## config.mk

```make
export PLATFORM = sky130hd
export DESIGN_NAME = div_bcd_ctrl
export DESIGN_NICKNAME = d
export VERILOG_FILES = /design/src/rtl/div_bcd_ctrl_pkg.sv /design/src/rtl/div_watchdog.sv /design/src/rtl/div_bcd_ctrl.sv
export SDC_FILE = /design/constraint.sdc
export NUM_CORES = 1
export LEC_CHECK = 0
export ABC_CLOCK_PERIOD_IN_PS = 2960
export BUFFER_PORTS_ARGS = -buffer_cell sky130_fd_sc_hd__buf_2
export CAP_MARGIN = 20
export CORE_MARGIN = 8
export CORE_UTILIZATION = 47
export DETAILED_ROUTE_END_ITERATION = 8
export PLACE_DENSITY = 0.82
export SETUP_SLACK_MARGIN = 0.4
export SYNTH_ARGS = -nofsm -noshare
export SYNTH_HDL_FRONTEND = slang
export SYNTH_SLANG_ARGS = --single-unit
```

## constraint.sdc

```tcl
create_clock -name CLK -period 2.96 [get_ports CLK]
set_clock_uncertainty 0.15 [all_clocks]
set_input_delay 0.444 -clock CLK [delete_from_list [all_inputs] [get_ports CLK]]
set_output_delay 0.444 -clock CLK [all_outputs]
set_load 0.05 [all_outputs]
```

## src/rtl/div_bcd_ctrl_pkg.sv

```systemverilog
// div_bcd_ctrl_pkg
//   Shared definitions for the binary-to-BCD formatter: controller state
//   encoding, the fixed divisor, and a helper that sizes the digit store
//   for a given operand width.
package div_bcd_ctrl_pkg;

  typedef enum logic [2:0] {
    IDLE,
    ISSUE,
    SETTLE,
    WAIT,
    FIN
  } state_e;

  localparam int DIV_TEN = 10;

  // Smallest digit count d with 10^d > 2^len (valid for len up to ~60).
  function automatic int min_digits(input int len);
    longint lim;
    longint p;
    int     d;
    lim = longint'(1) << len;
    p   = 1;
    d   = 0;
    for (int i = 0; i < 20; i++) begin
      if (p <= lim) begin
        p = p * 10;
        d = d + 1;
      end
    end
    return d;
  endfunction

endpackage

```

## src/rtl/div_watchdog.sv

```systemverilog
// div_watchdog
//   Loadable down-counter used to bound the wait for a divider result.
//   Only instantiated when BCD_TIMEOUT_EN is defined.
// Ports:
//   clk, rst  : clock, synchronous active-high reset
//   load      : preload the counter with TIMEOUT-1
//   en        : count down by one (saturates at zero)
//   expired   : counter has reached zero
module div_watchdog #(
  parameter int TIMEOUT = 32
) (
  input  logic clk,
  input  logic rst,
  input  logic load,
  input  logic en,
  output logic expired
);

  localparam int CW = (TIMEOUT > 1) ? $clog2(TIMEOUT + 1) : 1;

  logic [CW-1:0] cnt_q;
  logic [CW-1:0] cnt_d;

  always_comb begin
    cnt_d = cnt_q;
    if (load) begin
      cnt_d = CW'(TIMEOUT - 1);
    end else if (en && (cnt_q != '0)) begin
      cnt_d = cnt_q - 1'b1;
    end
  end

  always_ff @(posedge clk) begin
    if (rst) begin
      cnt_q <= '0;
    end else begin
      cnt_q <= cnt_d;
    end
  end

  // Loaded with TIMEOUT-1 on entry, so zero is seen in the TIMEOUT-th
  // cycle spent waiting.
  assign expired = (cnt_q == '0);

endmodule

```

## src/rtl/div_bcd_ctrl.sv

```systemverilog
// div_bcd_ctrl
//   Binary-to-BCD formatter driving an external sequential divider with
//   divisor 10. Each remainder becomes one decimal digit, least significant
//   first; conversion stops once the quotient reaches zero or the digit
//   store is full.
//   Optional feature macro: BCD_TIMEOUT_EN (watchdog on the divider wait;
//   without it ERR is tied low and no counter exists).
// Ports:
//   CLK, RST        : clock, synchronous active-high reset
//   START, VAL      : conversion request and value (sampled in IDLE only)
//   BUSY, DONE      : not-idle flag, one-cycle result-valid pulse
//   BCD, NDIG       : packed digits (digit k at [4k+3:4k]), significant count
//   ERR             : watchdog abort flag
//   DIV_START/A/B   : divider request, dividend, divisor (always 10)
//   DIV_DONE/Q/R    : divider result valid, quotient, remainder
module div_bcd_ctrl
  import div_bcd_ctrl_pkg::*;
#(
  parameter int LEN     = 16,
  parameter int DIGITS  = 5,
  parameter int TIMEOUT = 32
) (
  input  logic                         CLK,
  input  logic                         RST,
  input  logic                         START,
  input  logic [LEN-1:0]               VAL,
  output logic                         BUSY,
  output logic                         DONE,
  output logic [4*DIGITS-1:0]          BCD,
  output logic [$clog2(DIGITS+1)-1:0]  NDIG,
  output logic                         ERR,
  output logic                         DIV_START,
  output logic [LEN-1:0]               DIV_A,
  output logic [LEN-1:0]               DIV_B,
  input  logic                         DIV_DONE,
  input  logic [LEN-1:0]               DIV_Q,
  input  logic [LEN-1:0]               DIV_R
);

  localparam int NW = $clog2(DIGITS + 1);

  state_e              state_q, state_d;
  logic [LEN-1:0]      cur_q,   cur_d;
  logic [4*DIGITS-1:0] bcd_q,   bcd_d;
  logic [NW-1:0]       k_q,     k_d;
  logic [NW-1:0]       ndig_q,  ndig_d;

  // Only the low nibble of the remainder can be a decimal digit.
  logic unused_bits;
  assign unused_bits = ^{DIV_R[LEN-1:4], TIMEOUT[0]};

`ifdef BCD_TIMEOUT_EN
  logic err_q, err_d;
  logic wd_expired;

  // Preload while in SETTLE so the count starts fresh on entry to WAIT.
  div_watchdog #(
    .TIMEOUT (TIMEOUT)
  ) u_watchdog (
    .clk     (CLK),
    .rst     (RST),
    .load    (state_q == SETTLE),
    .en      (state_q == WAIT),
    .expired (wd_expired)
  );
`endif

  always_comb begin
    state_d = state_q;
    cur_d   = cur_q;
    bcd_d   = bcd_q;
    k_d     = k_q;
    ndig_d  = ndig_q;
`ifdef BCD_TIMEOUT_EN
    err_d   = err_q;
`endif
    case (state_q)
      IDLE: begin
        if (START) begin
          cur_d   = VAL;
          bcd_d   = '0;
          k_d     = '0;
          ndig_d  = '0;
`ifdef BCD_TIMEOUT_EN
          err_d   = 1'b0;
`endif
          state_d = ISSUE;
        end
      end
      ISSUE:  state_d = SETTLE;
      // The divider's DONE from the previous digit may still be high here.
      SETTLE: state_d = WAIT;
      WAIT: begin
        if (DIV_DONE) begin
          bcd_d[4*k_q +: 4] = DIV_R[3:0];
          cur_d             = DIV_Q;
          k_d               = k_q + 1'b1;
          if ((DIV_Q == '0) || (k_q == NW'(DIGITS - 1))) begin
            ndig_d  = k_q + 1'b1;
            state_d = FIN;
          end else begin
            state_d = ISSUE;
          end
        end
`ifdef BCD_TIMEOUT_EN
        else if (wd_expired) begin
          ndig_d  = k_q;
          err_d   = 1'b1;
          state_d = FIN;
        end
`endif
      end
      FIN:     state_d = IDLE;
      default: state_d = IDLE;
    endcase
  end

  always_ff @(posedge CLK) begin
    if (RST) begin
      state_q <= IDLE;
      cur_q   <= '0;
      bcd_q   <= '0;
      k_q     <= '0;
      ndig_q  <= '0;
    end else begin
      state_q <= state_d;
      cur_q   <= cur_d;
      bcd_q   <= bcd_d;
      k_q     <= k_d;
      ndig_q  <= ndig_d;
    end
  end

`ifdef BCD_TIMEOUT_EN
  always_ff @(posedge CLK) begin
    if (RST) begin
      err_q <= 1'b0;
    end else begin
      err_q <= err_d;
    end
  end
  assign ERR = err_q;
`else
  assign ERR = 1'b0;
`endif

  assign BUSY      = (state_q != IDLE);
  assign DONE      = (state_q == FIN);
  assign DIV_START = (state_q == ISSUE);
  assign DIV_A     = cur_q;
  assign DIV_B     = LEN'(DIV_TEN);
  assign BCD       = bcd_q;
  assign NDIG      = ndig_q;

endmodule

```

**After elaboration in Yosys (flattened, before gate mapping)**

Index checks and enable logic that the tools add are counted.

- Register bits after elaboration: 45
- Bits of input ports: 52
- Output and inout bits: 59
- Logic and storage cells: 42

- Add/sub/neg operators: 2
- Eq/ne operators: 8
- Shift operators: 2
- Multiplexer cells: 17
- Reduce and logical (&&, ||, !) cells: 8

Operators with widths:

| kind | number |
|---|---|
| two-way mux 20 bit | 2 |
| case mux 20 bit (2 select lines) | 1 |
| negation 5 -> 34 bit | 1 |
| variable shift 4 x 34 -> 20 bit (first input constant) | 1 |
| indexed part select 4 x 34 -> 20 bit | 1 |
| two-way mux 16 bit | 2 |
| case mux 16 bit (2 select lines) | 1 |
| two-way mux 3 bit | 7 |
| bitwise mux 20 bit | 1 |
| zero test 16 bit | 1 |
| case mux 3 bit (2 select lines) | 2 |
| case mux 3 bit (4 select lines) | 1 |
| equality test 3 x 2 -> 1 bit (second input constant) | 2 |
| equality test 3 bit (second input constant) | 2 |
| != test 2 bit (second input constant) | 3 |
| AND reduction 4 bit | 1 |
| adder 3 x 1 -> 3 bit (second input constant) | 1 |
| equality test 3 x 1 -> 1 bit (second input constant) | 1 |
| zero test 3 bit | 1 |
| AND reduction 3 bit | 1 |
| nonzero test 3 bit | 1 |
| AND reduction 2 bit | 1 |
| nonzero test 2 bit | 1 |
| logical OR 1 bit | 1 |

**Depth between registers and ports, before layout**

Gate-level depths: netlist of run 1.

- Depth in word-level cells: 5
- Depth in mapped cells: 9
- Gate-level depth less buffers: 7

**Least setup slack after synthesis of run 1**

No wires, ideal clock.

- Kind: register -> register
- From: register k_q[0]
- To: register bcd_q[18], in the netlist BCD[18]
- Setup time: 0.070 ns
- Arrival: 2.357 ns
- Required time: 2.740 ns
- Slack: 0.383 ns
- Stages on the path, launching flop included: 9
- Path buffers: 1
- Period minus slack after synthesis: 2.577 ns
- Path through: dfxtp_1 -> buf_2 -> inv_1 -> ha_1 -> ha_1 -> or3b_1 -> o31a_1 -> or3_1 -> a21oi_1

- Longest elaborated chain between the ends: 5
- Elaborated cells between the ends (all ways): 6
- Classes of those cells: add/sub: 1; shift: 2; mux: 3

RTL lines:

| element | line | source |
|---|---|---|
| start: declaration | div_bcd_ctrl.sv:45 | `logic [NW-1:0] k_q, k_d;` |
| start signal: assignment | div_bcd_ctrl.sv:129 | `k_q <= k_d;` |
| negation 5 -> 34 bit * | div_bcd_ctrl.sv:95 | `bcd_d[4*k_q +: 4] = DIV_R[3:0];` |
| indexed part select 4 x 34 -> 20 bit / variable shift 4 x 34 -> 20 bit (equally long branches) | div_bcd_ctrl.sv:95 |  |
| bitwise mux 20 bit * | div_bcd_ctrl.sv:95 |  |
| two-way mux 20 bit * | div_bcd_ctrl.sv:94 | `if (DIV_DONE) begin` |
| case mux 20 bit (2 select lines) * | div_bcd_ctrl.sv:77 | `case (state_q)` |
| end signal: assignment | div_bcd_ctrl.sv:122 | `bcd_q <= '0;` |
| end signal: assignment | div_bcd_ctrl.sv:128 | `bcd_q <= bcd_d;` |
| end: declaration | div_bcd_ctrl.sv:44 | `logic [4*DIGITS-1:0] bcd_q, bcd_d;` |

Every way passes the cells marked *; elsewhere a longest branch is shown, timed or not. The select of a mux whose other input is x is not followed.
A chain may end at the register's enable or synchronous reset.

**Worst setup path in the final report of run 1**

- From: register k_q[1]
- To: register bcd_q[18], in the netlist BCD[18]

Same word-level chain as after synthesis.

==> results of run 1 <==
-- where the power goes --
group | leakage [nW] | internal [mW] | switching (mW) | total (mW)
clock network | 0.0681 | 0.335 | 0.207 | 0.542
registers | 0.368 | 0.631 | 0.0171 | 0.649
logic | 0.841 | 0.0833 | 0.253 | 0.336
-- kinds of logic (layout without fill, tap and decap cells) --
kind of cell	Yosys count	after routing	share of synthesized area, %
compound gates	65	65	20.6
simple gates	121	121	25.9
flops	45	45	37.7
other cells	2	17	0.314
buf+inv	47	102	10.6
mux	1	1	0.419
fa+ha+maj	8	8	4.19
xor+xnor	1	1	0.367
-- layer usage --
layer / GRT usage, % / vias up / part of all wire (%)
li1: - / 1149 / -
met2: 26.8 / 73 / 47
met4: 5.31 / 0 / 1.2
met3: 5.75 / 7 / 8.6
met1: 19.3 / 1052 / 44
met5: 0 / - / 0
-- sequential cells by signal, summed over array words and instances (netlist names) --
| signal | count |
|---|---|
| BCD | 20 |
| DIV_A | 16 |
| NDIG | 3 |
| k_q | 3 |
| state_q | 3 |
-- through the flow --
step	hold slack, ps	setup WS [ps]	total power [mW]	instances	utilization [%]
after detailed placement	294	333	1.00	422	55.1
after CTS	239	438	1.54	430	57.8
final	243	505	1.53	430	58.0
after floorplan	340	444	0.938	305	-
after global routing	247	402	1.60	430	58.0
after global placement	286	425	0.997	422	55.1
-- cell type report --
class                   instances  share of cell area (%)
clock buffers                   5                    2.37
multi-input cells             213                    45.1
inverters                       9                    1.16
repair buffers                 85                    15.0
flip-flops and latches         45                    31.2
well taps                      70                    3.01
clock inverters                 3                    2.24
-- cell usage in the layout (no fill, tap or decap), types with 2 or more instances in the layout --
cell type  count
buf_2         81
nand2_1       50
dfxtp_1       43
nor2_1        23
a21oi_1       20
a311oi_1      17
conb_1        17
o21ai_0       10
inv_1          9
or3_1          7
ha_1           6
nand4_1        5
clkbuf_8       5
nand2b_1       4
nor3_1         4
nand3b_1       4
nor4_1         4
buf_4          4
o32ai_1        3
o311a_1        3
o221ai_2       3
nand4b_1       3
or4_1          3
or4_4          2
or3b_1         2
o31ai_1        2
nor2b_1        2
bufinv_16      2
-- worst min path at each step --
stage                     depth (start not counted)                    start                       to
after floorplan                                   1  state_q[2]$_SDFFE_PP0P_  state_q[1]$_SDFFE_PP0P_
after global placement                            2     BCD[10]$_SDFFE_PP0P_     BCD[10]$_SDFFE_PP0P_
after detailed placement                          2      BCD[8]$_SDFFE_PP0P_      BCD[8]$_SDFFE_PP0P_
after CTS                                         2                 DIV_DONE  state_q[0]$_SDFFE_PP0P_
after global routing                              2                 DIV_DONE  state_q[0]$_SDFFE_PP0P_
final                                             2                 DIV_DONE  state_q[0]$_SDFFE_PP0P_
-- repair_timing --
action,in CTS,in global routing
endpoints found under the setup margin,1,2
gates resized for setup,1,4
pin swaps,0,1
gates cloned,0,0
==> impl_metrics.json, run 1 <==
{
  "fin_setup_tns_ps": 0,
  "p_leak_nw": 1.28,
  "viasPerCell": 5.30,
  "synth_area_leaders": "dfxtp_1 38%, nand2_1 7.9%, a311oi_1 6.2%",
  "critPathTopFamily": "simple AND/OR/NAND/NOR gates",
  "regToRegStartpoint": "k_q[1]$_SDFFE_PP0P_",
  "postLayoutCellArea_um2": 2910,
  "r2r_slack_ps": 510,
  "drc": 0,
  "pin_count": 111,
  "wirelength_mm": 6.14,
  "diodes": 0,
  "synth_area_um2": 2390,
  "yosys_register_bits": 45,
  "multi_input_comb_area_um2": 1310,
  "dieWidth_um": 87.3,
  "fin_nets": 419,
  "numCtsBuffers": 5,
  "register_area_um2": 906,
  "start_util_pct": 47.7,
  "worst-r2r-cell-count": 7,
  "timing.fmax_mhz": 407,
  "synth_seq_area_share_pct": 37.7,
  "drt_iter0_markers": 118,
  "dp_hpwl_mm": 4.52,
  "synthToLayoutAreaGrowth_pct": 21.6,
  "startpoint": "k_q[1]$_SDFFE_PP0P_",
  "yosys_warnings": 0,
  "vdd_drop_max_mv": 0.277,
  "routabilityCongestion": 0.785,
  "rows": 26,
  "synth.most_common_cell": "nand2_1",
  "finalMaxSlewViolations": 0,
  "drv_cap": 0,
  "via_count": 2281,
  "crit_fanout": 10,
  "setup_viol_count_final": 0,
  "grt-ovfl-total": 0,
  "synthTopCellsByCount": "50 x nand2_1, 45 x dfxtp_1, 23 x nor2_1, 20 x a21oi_1, 18 x buf_4",
  "holdBufCountCts": 0,
  "cp_slowest_cell": "dfxtp_4",
  "routedWlPerCell_um": 14.3,
  "hp-class": "input pin to flop",
  "crit_path_end_kind": "flop",
  "cp.depth": 7,
  "slowest_delay_ps": 410,
  "dr.pass1.iters": 4,
  "clock_latency_ps": 290,
  "grt_pass1_vias": 2232,
  "powerDensity_nw_per_um2": 525,
  "max_slew.worst_pin.slew_ps": 832,
  "cp_num_buf_inv": 1,
  "avgSynthCellArea_um2": 8.24,
  "synth_top_area_cell": "dfxtp_1",
  "worstPathArrival_ps": 2530,
  "final.period_utilization_pct": 82.9,
  "cts-root-buf": "clkbuf_8",
  "antenna_found_initial": 0,
  "post_cts_buffers": 0,
  "drive_above_1_share_pct": 29.7,
  "slew_headroom_pct": 44.5,
  "synth_cell_types": 43,
  "die_h_um": 87.3,
  "cp.required_ps": 3030,
  "ant_nets": 0,
  "path_clk_slew_ps": 80,
  "core_um2": 5010,
  "syn_inst": 290,
  "htreeDepth": 2,
  "grt_usage_pct": 16.3,
  "grt_pass1_wl_mm": 10.1,
  "fin_crit_ps": 2450,
  "cts.sink_count": 45,
  "cts_tree": "done",
  "synth.top_cell.area_share_pct": 37.7,
  "crit_path_end": "BCD[18]$_SDFFE_PP0P_",
  "rsz0062_at_grt": "no",
  "r2r_end": "BCD[18]$_SDFFE_PP0P_",
  "die_area_um2": 7620,
  "grt_max_degree": 51,
  "cp_cell_sequence": "inv_1, ha_2, ha_4, or3b_4, o31a_1, or3_1, a21oi_1",
  "num-fill-cells": 485,
  "io_buffers": 81,
  "status": "finished clean",
  "final-hold-violation-count": 0,
  "worstSetupStartpointType": "flop",
  "synth_edf_count": 0,
  "synthFlopType": "dfxtp_1",
  "postPlaceCellArea_um2": 2760,
  "clk_path_buf_depth": 2,
  "critPathKind": "flop to flop",
  "ys_async_sr_fraction_pct": 0
}
(Power assumes the default switching activity.)
==> run 2, diff against run 1 <==
--- a/config.mk
+++ b/config.mk
@@ -5,13 +5,13 @@
 export SDC_FILE = /design/constraint.sdc
 export NUM_CORES = 1
 export LEC_CHECK = 0
-export ABC_CLOCK_PERIOD_IN_PS = 2960
+export ABC_CLOCK_PERIOD_IN_PS = 2150
 export BUFFER_PORTS_ARGS = -buffer_cell sky130_fd_sc_hd__buf_2
 export CAP_MARGIN = 20
 export CORE_MARGIN = 8
-export CORE_UTILIZATION = 47
+export CORE_UTILIZATION = 42
 export DETAILED_ROUTE_END_ITERATION = 8
-export PLACE_DENSITY = 0.82
+export PLACE_DENSITY = 0.78
 export SETUP_SLACK_MARGIN = 0.4
 export SYNTH_ARGS = -nofsm -noshare
 export SYNTH_HDL_FRONTEND = slang
==> constraint.sdc (replaced) <==
create_clock -name CLK -period 2.15 [get_ports CLK]
set_clock_uncertainty 0.15 [all_clocks]
set_input_delay 0.3225 -clock CLK [delete_from_list [all_inputs] [get_ports CLK]]
set_output_delay 0.3225 -clock CLK [all_outputs]
set_load 0.05 [all_outputs]
==> run 2 against run 1 <==
  * The run now ends with negative setup slack left
  * Sequential share of layout area down 4.7 points
  * Global-route usage about the same
  * Clock-buffer cell count is 1 higher
  * Sequential power is 38% higher
  * First-iteration DRC count grew 39%
  * Critical path type unchanged
==> impl_metrics.json, run 2 (synthesis results as in run 1) <==
{
  "final.period_utilization_pct": 103,
  "drc": 0,
  "final_cell_mix": "80 x buf_2, 48 x nand2_1, 40 x dfxtp_1",
  "min_path_cells": 2,
  "drive_above_1_share_pct": 44.9,
  "max_slew.worst_pin.slew_ps": 743,
  "setup_viol_count_final": 2,
  "register_area_um2": 915,
  "multi_input_comb_area_um2": 1530,
  "final_common_cell": "buf_2",
  "dr.pass1.iters": 4,
  "drt_iter0_markers": 164,
  "routedWlPerCell_um": 16.4,
  "die_h_um": 91.4,
  "p_leak_nw": 1.51,
  "diodes": 0,
  "drv_cap": 0,
  "viasPerCell": 5.45,
  "grt_pass1_wl_mm": 11.6,
  "via_count": 2549,
  "num-fill-cells": 456,
  "grt_max_degree": 41,
  "cts_tree": "done",
  "antenna_found_initial": 0,
  "powerDensity_nw_per_um2": 621,
  "routabilityCongestion": 0.810,
  "dp_hpwl_mm": 4.89,
  "vdd_drop_max_mv": 0.422,
  "worst-r2r-cell-count": 7,
  "io_buffers": 81,
  "fin_nets": 455,
  "final-hold-violation-count": 0,
  "pin_count": 111,
  "final-instance-count-excl-fill": 468,
  "hp-class": "input pin to flop",
  "htreeDepth": 2,
  "ant_nets": 0,
  "finalMaxSlewViolations": 0,
  "cts-root-buf": "clkbuf_8",
  "worstPathArrival_ps": 2300,
  "largest_register_ffs": 20,
  "worstSetupStartpointType": "flop",
  "critPathKind": "flop to flop",
  "grt_pass1_vias": 2502,
  "grt_usage_pct": 16.4,
  "dieWidth_um": 91.4,
  "cts.sink_count": 45,
  "path_clk_slew_ps": 90,
  "core_um2": 5510,
  "numCtsBuffers": 5,
  "slew_headroom_pct": 50.5,
  "crit_fanout": 5,
  "violations": "negative setup slack",
  "fin_crit_ps": 2210,
  "synthToLayoutAreaGrowth_pct": 44.5,
  "crit_path_end_kind": "flop",
  "wirelength_mm": 7.67,
  "setup_ws_ps": -62.2,
  "status": "complete, but fails checks",
  "die_area_um2": 8360,
  "rows": 27,
  "rsz0062_at_grt": "yes",
  "clk_path_buf_depth": 2,
  "dp.cells": 437,
  "start_util_pct": 43.4,
  "cp.required_ps": 2230,
  "grt-ovfl-total": 0,
  "timing.fmax_mhz": 452,
  "clock_latency_ps": 300,
  "dp_worst_setup_slack_ps": -32.1
}
==> run 2: metrics by stage <==
step | power, mW | setup TNS [ps] | cell area (um^2) | utilization [%] | hold slack, ps
after floorplan | 1.30 | -193 | 2520 | - | 287
after global placement | 1.40 | -2.25 | 2930 | 53.1 | 284
after detailed placement | 1.41 | -32.1 | 2930 | 53.1 | 299
after CTS | 2.11 | 0 | 3230 | 58.7 | 116
after global routing | 2.23 | -548 | 3450 | 62.7 | 112
final | 2.14 | -84.8 | 3450 | 62.7 | 109
==> run 2: final timing paths <==
path | slack [ps] | end | from
max | -60 | BCD[18]$_SDFFE_PP0P_ | k_q[0]$_SDFFE_PP0P_
min | 110 | state_q[0]$_SDFFE_PP0P_ | DIV_DONE
max reg2reg | -60 | BCD[18]$_SDFFE_PP0P_ | k_q[0]$_SDFFE_PP0P_
min reg2reg | 310 | BCD[6]$_SDFFE_PP0P_ | BCD[6]$_SDFFE_PP0P_
==> run 2: area by class of cell <==
type,instances,area share (%)
Clock buffer,6,2.39
Clock inverter,2,1.09
Inverter,9,1.16
Multi-Input combinational cell,213,44.2
Sequential cell,45,26.5
Tap cell,72,2.61
Timing Repair Buffer,121,22.0
==> run 2: what timing repair did <==
item	CTS	global route
hold buffers	0	0
pin swaps	12	19
setup endpoints to repair	45	45
gates cloned	0	1
hold endpoints to repair	0	0
resized for setup	23	30
setup buffers	10	12
==> run 2: layer usage <==
layer,global-route usage [%],up-vias,share of wire [%]
li1,-,1217,-
met2,28.5,109,49
met3,5.10,12,7.8
met5,0,-,0
met4,6.28,0,1.5
met1,18.2,1211,41
==> run 2: critical path, cell delays in order (launching register included) <==
cell and delay, ps:
dfxtp_2 360, inv_4 40, ha_4 160, ha_4 260, or3b_4 370, o31a_1 310
or3_1 320, a21oi_1 170
==> run 2: power by group <==
part	leakage [nW]	internal, mW	total (mW)	switching, mW
combinational	1.08	0.181	0.564	0.383
clock	0.0574	0.378	0.681	0.303
sequential	0.370	0.870	0.898	0.0283
total	1.51	1.43	2.14	0.714
